===== src/rtl/spi_boot_loader.sv =====
// SPI boot master: streams (address, data) words into PULPino memory as single-lane SPI
// write frames (cmd, addr, data; MSB first, mode 0) and then raises fetch_enable_o.
module spi_boot_loader #(
  parameter int unsigned CLK_DIV       = 2,
  parameter logic [7:0]  SPI_CMD_WRITE = 8'h02
) (
  input  logic        clk,
  input  logic        rst,
  input  logic        start_i,
  input  logic        word_valid_i,
  output logic        word_ready_o,
  input  logic [31:0] word_addr_i,
  input  logic [31:0] word_data_i,
  input  logic        word_last_i,
  output logic        spi_clk_o,
  output logic        spi_cs_o,
  output logic        spi_sdo_o,
  output logic        busy_o,
  output logic        done_o,
  output logic        fetch_enable_o
);

  localparam int unsigned     DivW   = $clog2(CLK_DIV + 1);
  localparam logic [DivW-1:0] DivMax = DivW'(CLK_DIV - 1);
  localparam logic [6:0]      BitMax = 7'd71;

  typedef enum logic [2:0] {
    StIdle,
    StLoad,
    StCsSetup,
    StShift,
    StCsHold,
    StGap,
    StDone
  } state_e;

  state_e          state_q, state_d;
  logic [DivW-1:0] div_q, div_d;
  logic [6:0]      bit_q, bit_d;
  logic            phase_q, phase_d;
  logic [71:0]     shreg_q, shreg_d;
  logic            last_q, last_d;
  logic            div_wrap;

  assign div_wrap = (div_q == DivMax);

  always_ff @(posedge clk) begin
    if (rst) begin
      state_q <= StIdle;
      div_q   <= '0;
      bit_q   <= '0;
      phase_q <= 1'b0;
      shreg_q <= '0;
      last_q  <= 1'b0;
    end else begin
      state_q <= state_d;
      div_q   <= div_d;
      bit_q   <= bit_d;
      phase_q <= phase_d;
      shreg_q <= shreg_d;
      last_q  <= last_d;
    end
  end

  // phase_q is the SCK-high half in SHIFT and the second half of the gap in GAP.
  always_comb begin
    state_d = state_q;
    div_d   = div_q;
    bit_d   = bit_q;
    phase_d = phase_q;
    shreg_d = shreg_q;
    last_d  = last_q;
    unique case (state_q)
      StIdle: begin
        if (start_i) state_d = StLoad;
      end
      StLoad: begin
        if (word_valid_i) begin
          shreg_d = {SPI_CMD_WRITE, word_addr_i, word_data_i};
          last_d  = word_last_i;
          div_d   = '0;
          bit_d   = '0;
          phase_d = 1'b0;
          state_d = StCsSetup;
        end
      end
      StCsSetup: begin
        if (div_wrap) begin
          div_d   = '0;
          state_d = StShift;
        end else begin
          div_d = div_q + 1'b1;
        end
      end
      StShift: begin
        if (div_wrap) begin
          div_d = '0;
          if (!phase_q) begin
            phase_d = 1'b1;
          end else begin
            phase_d = 1'b0;
            shreg_d = {shreg_q[70:0], 1'b0};
            if (bit_q == BitMax) begin
              state_d = StCsHold;
            end else begin
              bit_d = bit_q + 7'd1;
            end
          end
        end else begin
          div_d = div_q + 1'b1;
        end
      end
      StCsHold: begin
        if (div_wrap) begin
          div_d   = '0;
          state_d = StGap;
        end else begin
          div_d = div_q + 1'b1;
        end
      end
      StGap: begin
        if (div_wrap) begin
          div_d = '0;
          if (!phase_q) begin
            phase_d = 1'b1;
          end else begin
            phase_d = 1'b0;
            state_d = last_q ? StDone : StLoad;
          end
        end else begin
          div_d = div_q + 1'b1;
        end
      end
      StDone: begin
        state_d = StDone;
      end
      default: begin
        state_d = StIdle;
      end
    endcase
  end

  assign word_ready_o   = (state_q == StLoad);
  assign spi_cs_o       = !(state_q == StCsSetup || state_q == StShift || state_q == StCsHold);
  assign spi_clk_o      = (state_q == StShift) && phase_q;
  assign spi_sdo_o      = (state_q == StCsSetup || state_q == StShift) && shreg_q[71];
  assign busy_o         = (state_q == StLoad) || (state_q == StCsSetup) || (state_q == StShift) ||
                          (state_q == StCsHold) || (state_q == StGap);
  assign done_o         = (state_q == StDone);
  assign fetch_enable_o = (state_q == StDone);

endmodule


===== config.mk =====
export PLATFORM = sky130hd
export DESIGN_NAME = spi_boot_loader
export DESIGN_NICKNAME = d
export VERILOG_FILES = /design/src/rtl/spi_boot_loader.sv
export SDC_FILE = /design/constraint.sdc
export NUM_CORES = 1
export LEC_CHECK = 0
export CAP_MARGIN = 20
export CELL_PAD_IN_SITES_DETAIL_PLACEMENT = 1
export CELL_PAD_IN_SITES_GLOBAL_PLACEMENT = 1
export CORE_UTILIZATION = 35
export DETAILED_ROUTE_END_ITERATION = 10
export GPL_TIMING_DRIVEN = 0
export PLACE_DENSITY = 0.74
export RECOVER_POWER = 100
export SLEW_MARGIN = 20
export SYNTH_ARGS = -nofsm -noshare
export SYNTH_HDL_FRONTEND = slang
export SYNTH_SLANG_ARGS = --single-unit

===== constraint.sdc =====
create_clock -name clk -period 2.8 [get_ports clk]
set_clock_uncertainty 0.1 [all_clocks]
set_input_delay 0.56 -clock clk [delete_from_list [all_inputs] [get_ports clk]]
set_output_delay 0.56 -clock clk [all_outputs]
set_load 0.1 [all_outputs]

# Word level (Yosys, flattened, before mapping)
# Cells that the tools add are included.
word_totals:
  wordCells: 75
  in_bits: 69
  output_inout_bits: 7
  regBits: 86
op_classes:
  eq_ne: 19
  muxes: 27
  reduce_logical: 21
  n_addsub: 2
ops:
  columns: ["op", "count"]
  rows:
  - ["$mux 72", 3]
  - ["$pmux 72 s2", 1]
  - ["$mux 3", 10]
  - ["$mux 7", 4]
  - ["$pmux 3 s7", 1]
  - ["$ne 2x2->1 const B", 10]
  - ["$pmux 7 s2", 1]
  - ["$eq 3x3->1 const B", 3]
  - ["$reduce_and 9->1", 1]
  - ["$add 7x1->7 const B", 1]
  - ["$eq 7x7->1 const B", 1]
  - ["$eq 3x2->1 const B", 2]
  - ["$logic_or 1x1->1", 6]
  - ["$reduce_bool 2->1", 3]
  - ["$reduce_and 5->1", 1]
  - ["$mux 2", 2]
  - ["$pmux 2 s2", 1]
  - ["$reduce_and 2->1", 2]
  - ["$reduce_and 4->1", 1]
  - ["$reduce_or 4->1", 1]
  - ["$eq 3x1->1 const B", 1]
  - ["$logic_not 3->1", 1]
  - ["$mux 1", 3]
  - ["$reduce_and 3->1", 1]
  - ["other kinds (7)", 8]

# Depth between registers and ports, before layout
# Gate-level depths: netlist of run 1.
depth:
  ltp_word: 5
  depth_mapped: 7
  mapped_depth_nobuf: 5

# Least setup slack after synthesis of run 1
# OpenSTA, ideal clock, no wires.
synth_timing:
  kind: "flip-flop to output port"
  from: "reg state_q[2]"
  to: "out fetch_enable_o"
  arrival_time_ns: 3.487
  setup_slack_ns: -1.347
  stages_incl_launch_ff: 5
  n_path_buf: 2
  required_ns: 2.140
  cell_sequence: "dfxtp_1 clkbuf_1 inv_1 nor3_1 buf_4"
synth_between:
  elab_chain_len: 1
synth_lines:
  columns: ["element", "line_no", "text"]
  rows:
  - ["start: declaration", "37", "state_e state_q, state_d;"]
  - ["start signal: assignment", "49", "state_q <= StIdle;"]
  - ["start signal: assignment", "56", "state_q <= state_d;"]
  - ["$eq 3x3->1", null, null]
  - ["end: declaration", "20", "output logic fetch_enable_o"]
# No other way between the ends.

# Final worst setup path of run 1
layout_timing:
  from: "reg state_q[0]"
  to: "out spi_clk_o"
layout_between:
  elab_chain_len: 2
layout_lines:
  columns: ["element", "line_no", "text"]
  rows:
  - ["$eq 3x2->1", "145", "assign spi_clk_o = (state_q == StShift) && phase_q;"]
  - ["$logic_and 1x1->1", "145", null]
  - ["end: declaration", "15", "output logic spi_clk_o,"]
# No other way between the ends.

==> metrics, run 1 <==
Pwr Total=3.870 mW; RSZ-0062 raised after global routing=no; hold path cells=2; DP Area=4870 sq um; Max Freq=381.1 MHz; fin crit period=between 2 and 3 ns; ANT cells=0; CP startpoint=state_q[0]$_SDFFE_PP0P_; Synth Area in Adders=0.3175%; Clk Latency, worst-skew pair=0.35 ns; final design utilization=46.18%; complex-gate fraction of the synthesized area=20.10%; first-pass GRT wire length=18100 um; required time worst endpoint=between 2 and 2.5 ns; outcome=finished clean; port bufs=74; CTS tree=done; HP Class=flip-flop to flip-flop; Post-Syn Area=around 3900 sq um; final hold viol count=0; Filler Cell Count=1361; DR vias=3885; Pwr Density=around 770 nW/um^2; flop-to-flop setup slack=0.64 ns; largest family of logic cells by synthesized area=simple AND/OR/NAND/NOR gates; drt pass-1 iters=4; register area share after synthesis=a little over two fifths; worst path arrival time=1.96 ns; area of the multi-input gates=2008 sq um; antenna violations before repair=0; post-synth cell types=between 40 and 50; I/O pin cnt=76; storage element area=1722 sq um; GR Overflow Total=0; hold_buf cts=0; vias in the first global route=3809; relative slew slack=59.15%; commonest non-fill, non-tap cells in the layout=nand2_1, dfxtp_1, nor2_1; Worst-path clk slew=around 0.090 ns; Total GRT Usage=19.42%; r2r startpoint=phase_q$_SDFFE_PP0P_; measured slew at the worst slew-check pin=~0.61 ns; simple-gate share of the synthesized area=between 20 and 30%; number of synthesized register bits=86; Routed Antenna Nets=0; Post-synth ARST share=0%; Post-synth EDFFs=0; fin. max-slew vios=0; final instance area=5029 sq um; Max FO, Critical Path=10; Worst setup SP type=flip-flop; drt wl/cell=14.81 um; Peak VDD IR=0.0003097 V; period utilisation layout=93.71%; cts bufs inserted=9; Clock Sinks=86; ys flop type=dfxtp_1; share of cells above drive strength 1=8.347%; Root Driver=clkbuf_8; total setup buffers inserted after CTS=0; Yosys warning count=0; Syn Inst Count=509; Clock Tree Buf Depth=2; die width=108.1 um; Final Setup Violations=0; proportion of synthesized area in mux cells=2.603%; max-capacitance violation count=0; placed wire-length estimate=7996 um; synthesized area per cell=slightly below 8 sq um; Starting Density=36.20%; via/cell ratio=5.257; WL final=10950 um; Starting DRT DRC Count=120; CP endpoint kind=primary output; Hold Startpoint=shreg_q[67]$_SDFFE_PP0P_; DIE AREA=11690 sq um; Hold EP=shreg_q[67]$_SDFFE_PP0P_; Die H=108.1 um; commonest non-fill, non-tap cell in the layout=nand2_1; GPL Wtd Cong=0.8421; R2R depth=6; P_leak=about 1.8 nW; H-tree depth=3; DRC violations left=0; Setup CP Type=flip-flop to primary output; area of the core=10890 sq um; final net count=664; Rows=38; P&R area growth vs syn=27.59%; Hold WS=0.3608 ns; pin count of the biggest net entering global routing=16; XOR/XNOR share of the synthesized area=0.2222%; r2r endpoint=shreg_q[64]$_SDFFE_PP0P_; Post-Syn Nets=around 580
cells by family (layout without fill, tap and decap cells):
logic type,count (synthesis),in the layout
AOI/OAI and AO/OA,101,101
xor gates and xnor gates,1,1
adders and majority gates,1,1
buffers and inverters,49,139
DFF,86,86
muxes,10,10
and+or+nand+nor,261,261
critical path, cell delays in order, from the launching register on:
cell and delay (ns):
dfxtp_1 0.48, nor2b_2 0.26, nand2_1 0.16, clkbuf_1 0.28, nor2_2 0.14, buf_4 0.30
sequential cells by signal, summed over array words and instances, names as in the netlist:
name / count
shreg_q: 72
bit_q: 7
state_q: 3
div_q: 2
last_q: 1
phase_q: 1
metal layers:
metal	GRT usage [%]	share of wire [%]	vias to the layer above
met5	0	0	-
met2	33.67	48	68
met3	3.255	3.6	8
met1	24.94	48	1861
met4	4.697	0.73	0
li1	-	-	1948
through the flow:
step	setup WS (ns)	std cells	TNS [ns]
4_1_cts	0.01376	739	0
6_report	0.1761	739	0
3_3_place_gp	-0.3646	723	-17.27
3_5_place_dp	-0.3947	723	-16.58
2_1_floorplan	-0.4101	509	-0.6644
5_1_grt	0.01095	739	0
timing repair:
item | 4_1_cts | 5_1_grt
resized for setup | 29 | 11
setup endpoints to repair | 7 | 58
gates cloned | 0 | 0
cells in the mapped netlist (all sizes together), types with 2 or more instances:
cell type | instances | area (sq um)
nor2 | 70 | 262.8
nand2 | 152 | 570.6
a311oi | 63 | 551.8
a32o | 2 | 20.02
nand3 | 6 | 30.03
nand2b | 13 | 81.33
dfxtp | 86 | 1722
a21oi | 19 | 95.09
clkbuf | 23 | 86.33
mux2 | 2 | 22.52
mux2i | 8 | 80.08
buf | 22 | 113.9
or4 | 2 | 15.01
nor3 | 4 | 20.02
and3 | 2 | 12.51
inv | 4 | 15.01
nor2b | 2 | 12.51
nor4 | 2 | 12.51
or4b | 3 | 33.78
o21ai | 8 | 43.79
a211oi | 3 | 27.52
report_power, final:
group	switching [mW]	internal, mW	total, mW
clock	0.468	0.420	0.887
sequential	0.141	1.47	1.61
combinational	0.888	0.483	1.37
final cells by class:
cell class                      count  area share [%]
Buffer                             45           4.006
Clock buffer                       10           2.538
Clock inverter                      6           1.369
Inverter                            4          0.2986
Multi-Input combinational cell    374           39.94
Sequential cell                    86           34.24
Tap cell                          140           3.483
Timing Repair Buffer               74           14.13
worst max path at each step:
| stage | to | slack, ns | cells after the start |
|---|---|---|---|
| 2_1_floorplan | fetch_enable_o | -0.41 | 4 |
| 5_1_grt | shreg_q[15]$_SDFFE_PP0P_ | 0.01 | 6 |
| 3_3_place_gp | spi_clk_o | -0.36 | 5 |
| 4_1_cts | done_o | 0.01 | 4 |
| 3_5_place_dp | fetch_enable_o | -0.39 | 5 |
| 6_report | spi_clk_o | 0.18 | 5 |
Power figures use the tool's default switching activity.
==> run 2, diff against run 1 <==
- CORE_MARGIN: default -> 5
- MAX_ROUTING_LAYER: default -> met4
==> run 2 against run 1 <==
Total power is 6.7% higher. Sequential cell count stayed put. Utilization rose by 0.61 points. Via count down 0.10%. Die area is 15% higher. Wire length is 5.7% higher. Critical path depth unchanged. Clock-buffer cell count is the same. Sequential power hardly changed. Largest power group unchanged. Highest routed layer unchanged.
==> metrics, run 2 (synthesis results as in run 1) <==
P_leak=1.821 nW; Clock Tree Buf Depth=2; relative slew slack=43.65%; RSZ-0062 raised after global routing=no; vias in the first global route=just under 4000; largest register by flop count=shreg_q; post-cts gate resize count=28; I/O pin cnt=76; die width=about 120 um; WL final=11570 um; Max FO, Critical Path=10; commonest non-fill, non-tap cells in the layout=nand2_1, dfxtp_1, nor2_1; final net count=664; Peak VDD IR=between 0.0004 and 0.0005 V; outcome=finished clean; DRC violations left=0; area of the core=roughly 11000 sq um; period utilisation layout=around 95%; Worst-path clk slew=0.07 ns; final instance area=5117 sq um; HP Class=flip-flop to flip-flop; Total GRT Usage=17.93%; share of cells above drive strength 1=8.347%; Clock Sinks=86; Setup CP Type=flip-flop to primary output; Clk Latency, worst-skew pair=0.33 ns; Root Driver=clkbuf_16; drt wl/cell=15.66 um; hold_buf cts=0; placed cells=723; DR vias=3881; CP endpoint kind=primary output; total setup buffers inserted after CTS=0; CP peak stage delay=0.42 ns; required time worst endpoint=2.14 ns; Final Setup Violations=0; largest registers=shreg_q x72, bit_q x7, state_q x3; antenna violations before repair=0; commonest non-fill, non-tap cell in the layout=nand2_1; DIE AREA=13480 sq um; Starting DRT DRC Count=232; slowest CP cell=clkbuf_1; port bufs=74; GPL Wtd Cong=0.8118; DP Area=4870 sq um; drt pass-1 iters=4; P&R area growth vs syn=29.84%; via/cell ratio=5.252; ANT cells=0; max reg flops=72; Filler Cell Count=around 1400; final cell count without fillers=739; cts bufs inserted=9; Pwr Density=807.2 nW/um^2; Worst setup SP type=flip-flop; fin crit period=between 2 and 3 ns; H-tree depth=3; GR Overflow Total=0; max-capacitance violation count=0; CTS tree=done; first-pass GRT wire length=19030 um; Rows=38; Routed Antenna Nets=0; Die H=116.1 um; final hold viol count=0; Max Freq=374.9 MHz; worst path arrival time=between 2 and 2.5 ns; final design utilization=46.80%; fin. max-slew vios=0; Hold WS=0.3573 ns; crit-path cells=buf_2 -> buf_4 -> clkbuf_1 -> and3_1 -> clkbuf_4; placed wire-length estimate=approximately 8300 um; measured slew at the worst slew-check pin=between 0.8 and 0.9 ns; pin count of the biggest net entering global routing=16; Starting Density=approximately 36%
## run 2: cell types whose count changed in the layout (fill, tap and decap cells not counted), sizes merged
cell	delta
clkbuf	-2
clkinv	-1
bufinv	-1
buf	+2
dlygate4sd3	+1
clkdlybuf4s50	-1
clkinvlp	+2
## run 2: final timing paths
check                             end  slack, ns                      from  cells after the start
min          shreg_q[69]$_SDFFE_PP0P_       0.36  shreg_q[68]$_SDFFE_PP0P_                      2
max                         spi_sdo_o       0.13   state_q[1]$_SDFFE_PP0P_                      5
min reg2reg  shreg_q[69]$_SDFFE_PP0P_       0.36  shreg_q[68]$_SDFFE_PP0P_                      2
max reg2reg   state_q[2]$_SDFFE_PP0P_       0.61     bit_q[4]$_SDFFE_PP0P_                      4
## run 2: metal layers
metal | track usage [%] | vias to the layer above | share of wire, %
met3 | 3.886 | 6 | 3.2
met5 | - | - | 0
met4 | 4.331 | 0 | 0.87
met1 | 23.13 | 1867 | 48
li1 | - | 1948 | -
met2 | 28.85 | 60 | 48
## run 2: final cells by class
class,instances,area [sq um],area share [%]
Multi-Input combinational cell,374,2008,39.24
Sequential cell,86,1722,33.64
Timing Repair Buffer,74,713.2,13.94
Clock buffer,10,239.0,4.670
Buffer,45,200.2,3.912
Tap cell,140,175.2,3.423
Clock inverter,6,45.04,0.8802
Inverter,4,15.01,0.2934
## run 2: worst max-delay path: cells and delay by family (launching register included)
family,cells,cell delay (ns)
flip-flops,1,0.31
buffers and inverters,4,1.12
AND/OR/NAND/NOR,1,0.24
## run 2: power breakdown
group          switching (mW)  leakage [nW]  total, mW  internal [mW]
combinational           0.893         0.989       1.38          0.482
clock                   0.513         0.132       1.14          0.631
sequential              0.139         0.700       1.61           1.47
total                    1.55          1.82       4.13           2.58
## run 2: per-stage QoR
| step | total power [mW] | TNS (ns) | worst slack, ns |
|---|---|---|---|
| after floorplan | 2.607 | -0.6644 | -0.4101 |
| after global placement | 2.972 | -11.47 | -0.3759 |
| after detailed placement | 3.029 | -14.13 | -0.4008 |
| after CTS | 4.178 | 0 | 0.002799 |
| after global routing | 4.394 | 0 | 0.02006 |
| final | 4.131 | 0 | 0.1324 |
